`config.mk`:
```
export PLATFORM = sky130hd
export DESIGN_NAME = noc_rr_port_arb
export DESIGN_NICKNAME = d
export VERILOG_FILES = /design/src/rtl/noc_rr_port_arb.sv
export SDC_FILE = /design/constraint.sdc
export NUM_CORES = 1
export LEC_CHECK = 0
export BUFFER_PORTS_ARGS = -buffer_cell sky130_fd_sc_hd__buf_2
export CAP_MARGIN = 25
export CORE_MARGIN = 8
export CORE_UTILIZATION = 50
export CTS_CLUSTER_SIZE = 12
export DETAILED_ROUTE_END_ITERATION = 10
export PLACE_DENSITY = 0.7
export SYNTH_ARGS = -nofsm -noshare
export SYNTH_HDL_FRONTEND = slang
export SYNTH_SLANG_ARGS = --single-unit
```
`constraint.sdc`:
```
create_clock -name clk -period 8.95 [get_ports clk]
set_clock_uncertainty 0.2 [all_clocks]
set_input_delay 0.895 -clock clk [delete_from_list [all_inputs] [get_ports clk]]
set_output_delay 0.895 -clock clk [all_outputs]
set_load 0.03 [all_outputs]
```
`src/rtl/noc_rr_port_arb.sv`:
```
// Round-robin output-port arbiter for a NoC router: grants one requesting input port
// and holds it for a whole packet, released by flit count or by a tail flag.
module noc_rr_port_arb #(
    parameter int NUM_PORTS = 5,
    parameter int PKT_FLITS = 5,
    parameter int TAIL_MODE = 0,
    localparam int IDX_W = $clog2(NUM_PORTS + 1)
) (
    input  logic                 clk,
    input  logic                 rst,
    input  logic [NUM_PORTS-1:0] req_i,
    input  logic [NUM_PORTS-1:0] mask_i,
    input  logic                 valid_i,
    input  logic                 tail_i,
    output logic [IDX_W-1:0]     grant_idx_o,
    output logic [NUM_PORTS-1:0] grant_oh_o,
    output logic                 grant_vld_o,
    output logic [7:0]           flit_cnt_o
);

    typedef enum logic {IDLE, LOCKED} state_t;

    state_t               state;
    logic [IDX_W-1:0]     rr_ptr;
    logic [NUM_PORTS-1:0] eligible;
    logic                 pick_vld;
    logic [IDX_W-1:0]     pick_idx;
    logic                 release_pkt;

    // Scan from the farthest offset down so the port closest to rr_ptr wins.
    always_comb begin
        eligible = req_i & ~mask_i;
        pick_vld = 1'b0;
        pick_idx = '1;
        for (int off = NUM_PORTS - 1; off >= 0; off--) begin
            if (eligible[(int'(rr_ptr) + off) % NUM_PORTS]) begin
                pick_vld = 1'b1;
                pick_idx = IDX_W'((int'(rr_ptr) + off) % NUM_PORTS);
            end
        end
    end

    generate
        if (TAIL_MODE != 0) begin : g_tail
            assign release_pkt = (state == LOCKED) && valid_i && tail_i;
        end else begin : g_count
            assign release_pkt = (state == LOCKED) && valid_i &&
                                 (flit_cnt_o == 8'(PKT_FLITS - 1));
        end
    endgenerate

    always_ff @(posedge clk) begin
        if (rst) begin
            state       <= IDLE;
            rr_ptr      <= '0;
            flit_cnt_o  <= '0;
            grant_vld_o <= 1'b0;
            grant_oh_o  <= '0;
            grant_idx_o <= '1;
        end else if (state == IDLE) begin
            if (pick_vld) begin
                state       <= LOCKED;
                grant_vld_o <= 1'b1;
                grant_idx_o <= pick_idx;
                grant_oh_o  <= NUM_PORTS'(1) << pick_idx;
                flit_cnt_o  <= '0;
            end
        end else begin
            if (release_pkt) begin
                state       <= IDLE;
                grant_vld_o <= 1'b0;
                grant_oh_o  <= '0;
                grant_idx_o <= '1;
                flit_cnt_o  <= '0;
                rr_ptr      <= (grant_idx_o == IDX_W'(NUM_PORTS - 1)) ? '0 : grant_idx_o + 1'b1;
            end else if (valid_i && flit_cnt_o != 8'hFF) begin
                flit_cnt_o <= flit_cnt_o + 8'd1;
            end
        end
    end

endmodule

```
## Word level (Yosys, flattened, before mapping)

Index checks and enable logic that the tools add are counted.

- $add $sub $neg: 6
- Divide/modulo/power cells: 5
- $lt $le $gt $ge: 5
- Equality and inequality tests: 5
- Shift-type cells: 1
- Multiplexer cells: 42
- Bitwise operators: 2
- Reduce and logical (&&, ||, !) cells: 7

Operators by type and width:

| operator | number |
|---|---|
| less-than comparator 32 x 5 -> 1 bit (second input constant) | 5 |
| modulo 32 x 4 -> 32 bit (second input constant) | 4 |
| modulo 4 x 4 -> 32 bit (second input constant) | 1 |
| 2-to-1 mux 8 bit | 4 |
| 2-to-1 mux 3 bit | 9 |
| 2-to-1 mux 1 bit | 21 |
| binary-select mux 1 bit (select 3 bit) | 5 |
| 2-to-1 mux 5 bit | 3 |
| adder 3 x 2 -> 4 bit (second input constant) | 2 |
| adder 8 x 1 -> 8 bit (second input constant) | 1 |
| == test 8 x 3 -> 1 bit (second input constant) | 1 |
| != test 8 bit (second input constant) | 1 |
| AND reduction 2 bit | 3 |
| bitwise AND 5 bit | 1 |
| inverter 5 bit | 1 |
| left shift 1 x 3 -> 5 bit (first input constant) | 1 |
| adder 3 x 1 -> 4 bit (second input constant) | 1 |
| adder 3 x 3 -> 4 bit (second input constant) | 1 |
| adder 3 x 1 -> 3 bit (second input constant) | 1 |
| == test 3 bit (second input constant) | 1 |
| logical AND 1 bit | 3 |
| != test 3 x 1 -> 1 bit (second input constant) | 1 |
| != test 2 x 1 -> 1 bit (second input constant) | 1 |
| nonzero test 2 bit | 1 |

- Flip-flop bits (word level): 21
- Bits of input ports: 14

## Logic depth before layout (Yosys ltp)

Gate-level depths: netlist (run 1).

- Depth in word-level cells: 13
- Mapped depth: 20
- Mapped depth without buffers: 17

## Worst setup path after synthesis (run 1)

OpenSTA, ideal clock, no wires.

- Path kind: flip-flop to flip-flop
- Start point: reg rr_ptr[1]
- End point: reg grant_idx_o[0]
- Arrival time: 4.202 ns
- Data required time: 8.633 ns
- Slack: 4.431 ns
- Stages on the path, launching flop included: 19
- Clock period less this slack: 4.519 ns
- Path through: dfxtp_1 -> buf_4 -> inv_1 -> ha_1 -> inv_1 -> ha_1 -> clkbuf_1 -> nand2b_1 -> ha_1 -> or3b_2 -> a22oi_1 -> nor3_1 -> o211ai_1 -> a221oi_1 -> a211o_1 -> o31ai_4 -> buf_2 -> nand2_1 -> o22a_1

- Cells in the longest elaborated chain, start to end: 12
- Elaborated cells on any way between the ends: 38
- Classes of those cells: add/sub (4); div (5); mux (27); reduce/logical (2)

RTL lines:

| item | RTL line | source |
|---|---|---|
| start: declaration | 24 | `logic [IDX_W-1:0] rr_ptr;` |
| start signal: assignment | 75 | `rr_ptr <= (grant_idx_o == IDX_W'(NUM_PORTS - 1)) ? '0 : grant_idx_o + 1'b1;` |
| adder 3 x 3 -> 4 bit | 36, 38 |  |
| modulo 32 x 4 -> 32 bit | 36, 38 |  |
| binary-select mux 1 bit (select 3 bit) | 36 | `if (eligible[(int'(rr_ptr) + off) % NUM_PORTS]) begin` |
| 2-to-1 mux 1 bit (not written as such) (2 in series) | 36 |  |
| 2-to-1 mux 3 bit / 2-to-1 mux 1 bit (equally long branches) (5 in series) | 36 |  |
| 2-to-1 mux 3 bit / nonzero test 2 bit (equally long branches) | n/a |  |
| 2-to-1 mux 3 bit / AND reduction 2 bit (equally long branches) | n/a |  |
| end signal: assignment | 64 | `grant_idx_o <= pick_idx;` |
| end: declaration | 15 | `output logic [IDX_W-1:0] grant_idx_o,` |

Several ways; a longest one is shown, not always the timed one. The select of a mux whose other input is x is not followed.
A chain may end at the register's enable or synchronous reset.

## Final worst setup path (run 1)

Ends and elaborated chain as after synthesis.

==> impl_metrics.toml, run 1 <==
[outcome]
outcome = "complete, no violations"

[grt]
grt_util_met1 = 0.233
use_met3 = 0.0239
use_met2 = 0.270
grt_max_degree = 28
antenna_found_initial = 0
grt.busiest_layer = "met2"
grt_pass1_vias = 2597
overflow = 0
grt_pass1_wl_um = 12200
grt_usage = 0.168

[clock_network]
clock_latency_ps = 260
cts_sinks = 21
cts_max_path_buffers = 2
ctsResizeCount = 0
cts_tree = "built"
cts_setup_buffers = 0
path_clk_slew_ps = 70
h-tree-depth = 1
cts_buffers = 3
cts-root-buf = "clkbuf_8"
ctsHoldBuffers = 0

[critical_path]
crit_buf_inv = 2
path_max_fanout = 24
crit_type = "reg -> reg"
arrival_ps = 5580
start_kind = "flip-flop"
critPathTopFamily = "compound AO/OA/AOI/OAI gates"
path_common_cell = "ha_1"
required_ps = 8900
worstPathCellList = "inv_1, ha_1, inv_1, ha_1, nand2b_1, ha_1, or3b_2, a22oi_1, nor3_1, o211ai_1, a221oi_1, a211o_1, o31ai_4, nand2_1, o22a_1"
cp-end-kind = "flip-flop"
slowest_stage = "o31ai_4"
max_stage_delay_ps = 750

[pwr]
power.share.switching = 0.324
switchingPower_mw = 0.0718
pwr_density_cell_nw_per_um2 = 73.4
p_clk_frac = 0.274
irDropWorstVdd_mv = 0.0887
pwr-share-seq = 0.464
power.internal_mw = 0.150
leakagePower_nw = 1.19
comb_power_share = 0.262

[detailed_routing]
drt_first_iter_violations = 213
avgViaCountPerCell = 6.30
firstDrtPassIters = 4
drcViolationCount = 0
wirelength_um = 7310
num_vias = 2922
wl_per_cell_um = 15.8
ant_nets = 0

[synthesis]
yosysUniqueCellTypes = 73
async_flop_share = 0
synth_seq_area_share = 0.149
synth_warnings = 0
synth.avg_cell_area_um2 = 7.55
synth-edff-count = 0
synthCells = 375
ys.flop_type = "dfxtp_1"
synth_nets = 413
syn_area_um2 = 2830
synth-seq-cells = 21

[final_layout]
diodes = 0
fin_util = 0.552
final_layout_size_suffix_gt1_frac = 0.135
nets = 431
area_delta_synth_final_pct = 6.81
fillerInstances = 556

[placement]
gp_congestion = 0.915
hpwl_um = 5620
port_buffers = 29

[sta]
setup_viol = 0
rsz0062_at_grt = "false"
hold_viol = 0
fmaxAchievable_ghz = 0.178
post-route-period-util = 0.629
fin_tns_setup_ps = 0
finalCriticalPeriod_ps = 5630
slew_viol_final = 0
worst-slew-pin-transition_ps = 825
maxSlewHeadroom = 0.450

[floorplanning]
fp-row-count = 27
die_w_um = 91.2
core_um2 = 5470
start_util = 0.517
die_area_um2 = 8320
io-pin-count = 31
dieHeight_um = 91.2

[hold_path]
hp-class = "reg -> reg"

[flow_run]
max_cap_viol_count = 0
[stage by stage]
step	hold WS [ps]	std cells	cell area (um2)	total power [mW]	setup slack (ps)
3_3_place_gp	244	460	2980	0.162	3350
4_1_cts	262	464	3020	0.224	3320
2_1_floorplan	303	375	2830	0.146	4430
3_5_place_dp	252	460	2980	0.162	3350
6_report	257	464	3020	0.222	3320
5_1_grt	291	464	3020	0.235	2850
[worst min-delay path, delay by kind of cell, from the launching register on]
| family | cells | cell delay [ps] |
|---|---|---|
| and+or+nand+nor | 1 | 50 |
| AOI/OAI and AO/OA | 1 | 50 |
| DFF | 1 | 310 |
[routing by layer]
| layer | share of wire | wire, um | up-vias |
|---|---|---|---|
| met5 | 0 | 0 | - |
| met4 | 0.0042 | 31 | 0 |
| met3 | 0.050 | 364 | 5 |
| met2 | 0.46 | 3350 | 88 |
| met1 | 0.49 | 3570 | 1369 |
| li1 | - | - | 1460 |
[final cells by class]
type / instances / area [um2] / area share
multi-input combinational: 317 / 2240 / 0.741
sequential: 21 / 420 / 0.139
timing repair buffer: 30 / 153 / 0.0505
tap: 72 / 90.1 / 0.0298
inverter: 20 / 75.1 / 0.0248
clock buffer: 4 / 45.0 / 0.0149
[sequential cells by signal, summed over array words and instances, names as in the netlist]
signal	count
flit_cnt_o	8
grant_idx_o	3
grant_oh_o	5
grant_vld_o	1
rr_ptr	3
state	1
[cell families (layout without fill, tap and decap cells)]
| group | after synthesis | after routing | synth area share |
|---|---|---|---|
| AND/OR/NAND/NOR | 147 | 147 | 0.282 |
| AO/OA/AOI/OAI | 127 | 127 | 0.328 |
| buffers and inverters | 37 | 54 | 0.0601 |
| adder cells (fa/ha/maj) | 24 | 24 | 0.106 |
| flip-flops | 21 | 21 | 0.149 |
| multiplexers | 12 | 12 | 0.0517 |
| XOR/XNOR | 7 | 7 | 0.0243 |
[synthesized netlist by cell type (5+ instances only)]
cell	number	share of area
clkbuf_1	7	0.0093
mux2i_1	9	0.032
o21a_1	5	0.013
o41ai_1	5	0.015
nor2b_1	11	0.024
or3_1	5	0.011
o211ai_1	5	0.013
nand3_1	18	0.032
nand4_1	7	0.015
nor2_1	22	0.029
nand2_1	25	0.033
a21oi_1	28	0.050
or2_2	5	0.011
o21ai_0	20	0.035
nand2b_1	14	0.031
dfxtp_1	21	0.15
and2_1	6	0.013
inv_1	17	0.023
nor3_1	10	0.018
a211o_1	5	0.015
ha_1	24	0.11
a211oi_1	9	0.024
[power by group through the flow]
stage	Clock [mW]	Combinational [mW]	Sequential, mW
6_report	0.0609	0.0581	0.103
3_5_place_dp	0	0.0570	0.105
3_3_place_gp	0	0.0567	0.105
5_1_grt	0.0683	0.0631	0.104
2_1_floorplan	0	0.0341	0.112
4_1_cts	0.0633	0.0578	0.103
[placed cells by master (no fill, tap or decap), types with 5 or more instances in the layout]
| cell | instances |
|---|---|
| nor3_1 | 10 |
| mux2i_1 | 9 |
| a211oi_1 | 9 |
| nor2b_1 | 11 |
| a21oi_1 | 28 |
| a211o_1 | 5 |
| nand3_1 | 18 |
| nand2_1 | 25 |
| inv_1 | 17 |
| nor2_1 | 22 |
| o211ai_1 | 5 |
| ha_1 | 24 |
| or3_1 | 5 |
| o41ai_1 | 5 |
| dfxtp_1 | 21 |
| or2_2 | 5 |
| nand4_1 | 7 |
| o21a_1 | 5 |
| buf_2 | 29 |
| o21ai_0 | 20 |
| and2_1 | 6 |
| nand2b_1 | 14 |
[worst paths after layout]
path | from | to | slack, ps | cells past startpoint
worst min-delay path | grant_vld_o$_SDFFE_PP0P_ | grant_vld_o$_SDFFE_PP0P_ | 260 | 2
worst max register to register | rr_ptr[1]$_SDFFE_PP0P_ | grant_idx_o[0]$_SDFFE_PP1P_ | 3320 | 15
worst max-delay path | rr_ptr[1]$_SDFFE_PP0P_ | grant_idx_o[0]$_SDFFE_PP1P_ | 3320 | 15
worst min register to register | grant_vld_o$_SDFFE_PP0P_ | grant_vld_o$_SDFFE_PP0P_ | 260 | 2
Power figures use the tool's default switching activity.
==> inputs of run 2 (changes only) <==
--- a/config.mk
+++ b/config.mk
@@ -5,13 +5,14 @@
 export SDC_FILE = /design/constraint.sdc
 export NUM_CORES = 1
 export LEC_CHECK = 0
+export ABC_AREA = 1
 export BUFFER_PORTS_ARGS = -buffer_cell sky130_fd_sc_hd__buf_2
 export CAP_MARGIN = 25
 export CORE_MARGIN = 8
 export CORE_UTILIZATION = 50
 export CTS_CLUSTER_SIZE = 12
 export DETAILED_ROUTE_END_ITERATION = 10
-export PLACE_DENSITY = 0.7
+export PLACE_DENSITY = 0.73
 export SYNTH_ARGS = -nofsm -noshare
 export SYNTH_HDL_FRONTEND = slang
 export SYNTH_SLANG_ARGS = --single-unit
==> constraint.sdc (replaced) <==
create_clock -name clk -period 4.62 [get_ports clk]
set_clock_uncertainty 0.2 [all_clocks]
set_input_delay 0.462 -clock clk [delete_from_list [all_inputs] [get_ports clk]]
set_output_delay 0.462 -clock clk [all_outputs]
set_load 0.03 [all_outputs]
==> impl_metrics.toml, run 2 <==
[critical_path]
path_max_fanout = 11
max_stage_delay_ps = 450
critPathTopFamily = "simple AND/OR/NAND/NOR gates"
path_common_cell = "nand2_2"
start_kind = "flip-flop"
crit_buf_inv = 4
required_ps = 4620
arrival_ps = 4040
cp-end-kind = "flip-flop"
crit_type = "reg -> reg"
slowest_stage = "dfxtp_1"

[pwr]
leakagePower_nw = 1.42
power.internal_mw = 0.295
irDropWorstVdd_mv = 0.243
comb_power_share = 0.280
switchingPower_mw = 0.164
pwr-share-seq = 0.451
power.share.switching = 0.358
p_clk_frac = 0.270
pwr_density_cell_nw_per_um2 = 167

[final_layout]
nets = 480
diodes = 0
final_common_cell = "nand2_1"
fin_cells = 508
fillerInstances = 501
largest_register_ffs = 8
layout_common_cells = "106 x nand2_1, 59 x nand3_1, 54 x inv_1"
fin_area_um2 = 2750
top_register = "flit_cnt_o"
reg_top3 = "flit_cnt_o: 8 flops, grant_oh_o: 5 flops"
final_layout_size_suffix_gt1_frac = 0.184
area_delta_synth_final_pct = 10.2

[synthesis]
synth_seq_area_share = 0.168
synth_warnings = 0
synth_top_area_cell = "dfxtp_1"
synth_adder_area_share = 0.120
synth-edff-count = 0
synth-simple-area-share = 0.438
synth-compound-area-share = 0.131
syn_area_um2 = 2500
synth_xor_area_frac = 0.0275
synth_most_common_cell = "nand2_1"
netlist.area_leader.share = 0.168
synth-seq-cells = 21
synth.top_cells.by_count = "106 x nand2_1, 59 x nand3_1, 54 x inv_1"
muxShareOfSynthArea = 0
synth_nets = 450
synth_area_leaders = "dfxtp_1 17%, nand2_1 16%, ha_1 12%"
ys.flop_type = "dfxtp_1"
synth.avg_cell_area_um2 = 6.07
synth_top_family_by_area = "simple AND/OR/NAND/NOR gates"
yosysUniqueCellTypes = 37
async_flop_share = 0
synthCells = 412

[clock_network]
cts_buffers = 3
ctsHoldBuffers = 0
cts_tree = "built"
ctsResizeCount = 0
clock_latency_ps = 260
cts_setup_buffers = 0
cts_max_path_buffers = 2
cts_sinks = 21
h-tree-depth = 1
path_clk_slew_ps = 80
cts-root-buf = "clkbuf_8"

[grt]
grt_pass1_vias = 2368
grt_pass1_wl_um = 10700
antenna_found_initial = 0
grt_usage = 0.171
grt_max_degree = 19
overflow = 0

[sta]
worst-slew-pin-transition_ps = 494
maxSlewHeadroom = 0.668
fmaxAchievable_ghz = 0.247
setup_viol = 0
whs_ps = 296
fin_tns_setup_ps = 0
hold_viol = 0
post-route-period-util = 0.875
rsz0062_at_grt = "false"
finalCriticalPeriod_ps = 4040
slew_viol_final = 0

[placement]
postPlaceCellArea_um2 = 2710
place_inst = 504
port_buffers = 29
hpwl_um = 4960
gp_congestion = 0.881

[floorplanning]
io-pin-count = 31
dieHeight_um = 86.7
die_area_um2 = 7520
die_w_um = 86.7
start_util = 0.522
core_um2 = 4790
fp-row-count = 25

[detailed_routing]
firstDrtPassIters = 4
drt_first_iter_violations = 125
ant_nets = 0
num_vias = 2571
drcViolationCount = 0
wl_per_cell_um = 12.1
wirelength_um = 6160
avgViaCountPerCell = 5.06

[hold_path]
hp-class = "reg -> reg"

[flow_run]
max_cap_viol_count = 0

[outcome]
outcome = "complete, no violations"
==> run 2: changes by cell type after synthesis, sizes merged, moves of 9 or more <==
| cell | previous run | this run |
|---|---|---|
| inv | 20 | 61 |
| nor2b | 11 | 0 |
| mux2i | 9 | 0 |
| nand2b | 14 | 0 |
| nand3 | 18 | 67 |
| nand2 | 25 | 121 |
==> run 2: power groups by stage <==
| stage | Combinational (mW) | Clock (mW) | Sequential [mW] |
|---|---|---|---|
| 3_3_place_gp | 0.125 | 0 | 0.210 |
| 4_1_cts | 0.129 | 0.127 | 0.207 |
| 2_1_floorplan | 0.0795 | 0 | 0.228 |
| 3_5_place_dp | 0.128 | 0 | 0.211 |
| 5_1_grt | 0.144 | 0.134 | 0.209 |
| 6_report | 0.128 | 0.124 | 0.207 |
==> run 2: through the flow <==
step / util / worst slack [ps] / power [mW]
after global routing: 0.575 / 169 / 0.488
after detailed placement: 0.565 / 631 / 0.338
after global placement: 0.565 / 650 / 0.336
final: 0.575 / 579 / 0.459
after CTS: 0.575 / 580 / 0.463
after floorplan: - / 938 / 0.307
==> run 2: cells by family after synthesis <==
kind of cell / count (synthesis)
AND/OR/NAND/NOR: 232
AO/OA/AOI/OAI: 58
adder cells (fa/ha/maj): 24
flip-flops: 21
XOR/XNOR: 7
buffers and inverters: 70
==> run 2: cell type report <==
class	instances	area (um2)	share of cell area
clock inverter	1	7.51	0.00273
multi-input combinational	321	1790	0.651
timing repair buffer	33	175	0.0636
tap	67	83.8	0.0304
inverter	62	234	0.0850
sequential	21	420	0.153
clock buffer	3	41.3	0.0150
==> run 2: worst paths after layout <==
check	startpoint	end	slack, ps	cells past startpoint
setup / recovery	rr_ptr[1]$_SDFFE_PP0P_	flit_cnt_o[5]$_SDFFE_PP0P_	580	25
hold / removal	grant_oh_o[3]$_SDFFE_PP0P_	grant_oh_o[3]$_SDFFE_PP0P_	300	2
setup reg to reg	rr_ptr[1]$_SDFFE_PP0P_	flit_cnt_o[5]$_SDFFE_PP0P_	580	25
hold reg to reg	grant_oh_o[3]$_SDFFE_PP0P_	grant_oh_o[3]$_SDFFE_PP0P_	300	2
==> run 2: worst register-to-register path, cell delays in order, from the launching register on <==
cell,delay (ps)
dfxtp_1,450
inv_2,60
ha_1,200
inv_1,80
ha_1,240
inv_1,120
nand3_1,100
nand2_2,90
xor2_1,350
ha_1,280
nand2_1,110
nand3_4,110
nand2_2,80
nand2_1,110
nand3_1,70
nand3_1,90
nand2_2,80
nand2_4,80
nand2_1,60
nor3_2,120
nand3_2,100
nand2_2,210
nand2_2,210
inv_2,170
nand2_1,70
a21oi_1,130
==> run 2: routing by layer <==
metal	GRT usage	part of all wire
met5	0	0
met4	0.0329	0.0080
met3	0.0293	0.046
met2	0.270	0.44
met1	0.235	0.50
==> inputs of run 3 (changes only) <==
--- a/config.mk
+++ b/config.mk
@@ -5,14 +5,13 @@
 export SDC_FILE = /design/constraint.sdc
 export NUM_CORES = 1
 export LEC_CHECK = 0
-export ABC_AREA = 1
 export BUFFER_PORTS_ARGS = -buffer_cell sky130_fd_sc_hd__buf_2
 export CAP_MARGIN = 25
 export CORE_MARGIN = 8
 export CORE_UTILIZATION = 50
 export CTS_CLUSTER_SIZE = 12
 export DETAILED_ROUTE_END_ITERATION = 10
-export PLACE_DENSITY = 0.73
+export PLACE_DENSITY = 0.72
 export SYNTH_ARGS = -nofsm -noshare
 export SYNTH_HDL_FRONTEND = slang
 export SYNTH_SLANG_ARGS = --single-unit
==> impl_metrics.toml, run 3 (synthesis gave the netlist of run 1 again) <==
[outcome]
outcome = "complete, no violations"

[final_layout]
layout_common_cells = "29 x buf_2, 28 x a21oi_1, 24 x nand2_1"
area_delta_synth_final_pct = 12.2
nets = 447
top_register = "flit_cnt_o"
final_common_cell = "buf_2"
largest_register_ffs = 8
diodes = 0
final_layout_size_suffix_gt1_frac = 0.189
reg_top3 = "flit_cnt_o: 8 flops, grant_oh_o: 5 flops"
fillerInstances = 540

[critical_path]
crit_type = "reg -> reg"
cp-end-kind = "flip-flop"
slowest_stage = "a222oi_1"
start_kind = "flip-flop"
path_common_cell = "nor2_1"
path_max_fanout = 5
arrival_ps = 4320
reg2reg_depth = 16
worstPathCellList = "inv_1, buf_4, ha_1, and2_1, nor2_1, xnor2_1, ha_2, and2b_1, a21oi_1, or3_1, a222oi_1, nor2_1, a221o_1, a211o_1, a32o_1, o41ai_1"
required_ps = 4580
max_stage_delay_ps = 460

[detailed_routing]
avgViaCountPerCell = 6.23
wl_per_cell_um = 16.0
num_vias = 2992
drcViolationCount = 0
ant_nets = 0
wirelength_um = 7700
drt_first_iter_violations = 174
firstDrtPassIters = 4

[placement]
hpwl_um = 6040
gp_congestion = 0.912
port_buffers = 29

[sta]
hold_viol = 0
fmaxAchievable_ghz = 0.230
fin_tns_setup_ps = 0
post-route-period-util = 0.942
worst-slew-pin-transition_ps = 658
setup_viol = 0
whs_ps = 262
finalCriticalPeriod_ps = 4350
maxSlewHeadroom = 0.556
rsz0062_at_grt = "true"
slew_viol_final = 0

[hold_path]
hp-class = "reg -> reg"
hold_depth = 2

[floorplanning]
start_util = 0.517
core_um2 = 5470
io-pin-count = 31
die_area_um2 = 8320
dieHeight_um = 91.2
die_w_um = 91.2
fp-row-count = 27

[clock_network]
path_clk_slew_ps = 80
cts_sinks = 21
cts_tree = "built"
cts_max_path_buffers = 2
ctsHoldBuffers = 0
cts-root-buf = "clkbuf_8"
cts_buffers = 3
h-tree-depth = 1
clock_latency_ps = 260

[pwr]
irDropWorstVdd_mv = 0.155
leakagePower_nw = 1.28
pwr_density_cell_nw_per_um2 = 139

[grt]
grt_max_degree = 27
grt_usage = 0.184
overflow = 0
grt_pass1_vias = 2862
antenna_found_initial = 0
grt_pass1_wl_um = 13400

[flow_run]
max_cap_viol_count = 0
## run 3: report_power, final
part | switching [mW] | total [mW] | internal [mW]
registers | 0.00908 | 0.199 | 0.190
clock network | 0.0619 | 0.122 | 0.0601
logic | 0.0763 | 0.121 | 0.0446
total | 0.147 | 0.442 | 0.295
## run 3: area by class of cell
type,count,area (um2),area share
sequential,21,420,0.132
timing repair buffer,46,273,0.0859
tap,72,90.1,0.0284
clock buffer,3,41.3,0.0130
multi-input combinational,317,2270,0.715
clock inverter,1,5.00,0.00158
inverter,20,75.1,0.0236
## run 3: worst max-delay path, delay by kind of cell (launching register included)
family / cells / cell delay [ps]
compound gates: 6 / 1830
xor+xnor: 1 / 170
fa+ha+maj: 2 / 520
buf+inv: 2 / 230
flops: 1 / 340
simple gates: 5 / 950
## run 3: what timing repair did
| item | CTS | global route |
|---|---|---|
| endpoints found under the setup margin | 0 | 15 |
| setup buffers | 0 | 2 |
| gates resized for setup | 0 | 7 |
## run 3: final timing paths
check                                                  end                     start  slack (ps)
worst min register to register    grant_vld_o$_SDFFE_PP0P_  grant_vld_o$_SDFFE_PP0P_         260
worst max-delay path            grant_oh_o[2]$_SDFFE_PP0P_    rr_ptr[0]$_SDFFE_PP0P_         270
worst max register to register  grant_oh_o[2]$_SDFFE_PP0P_    rr_ptr[0]$_SDFFE_PP0P_         270
worst min-delay path              grant_vld_o$_SDFFE_PP0P_  grant_vld_o$_SDFFE_PP0P_         260
## run 3: per-stage QoR
stage / power (mW) / instances / worst slack, ps / utilization / instance area [um2]
floorplan: 0.283 / 375 / 101 / - / 2830
finish: 0.442 / 480 / 266 / 0.580 / 3180
detailed placement: 0.320 / 474 / 253 / 0.563 / 3080
CTS: 0.441 / 478 / 167 / 0.572 / 3130
global placement: 0.318 / 474 / 350 / 0.563 / 3080
global route: 0.465 / 480 / -62.4 / 0.580 / 3180
## run 3: metal layers
| metal | vias up | global-route usage | wire (um) |
|---|---|---|---|
| met1 | 1397 | 0.238 | 3550 |
| met5 | - | 0 | 0 |
| met2 | 90 | 0.314 | 3690 |
| met4 | 0 | 0.0341 | 39 |
| met3 | 6 | 0.0313 | 418 |
| li1 | 1499 | - | - |
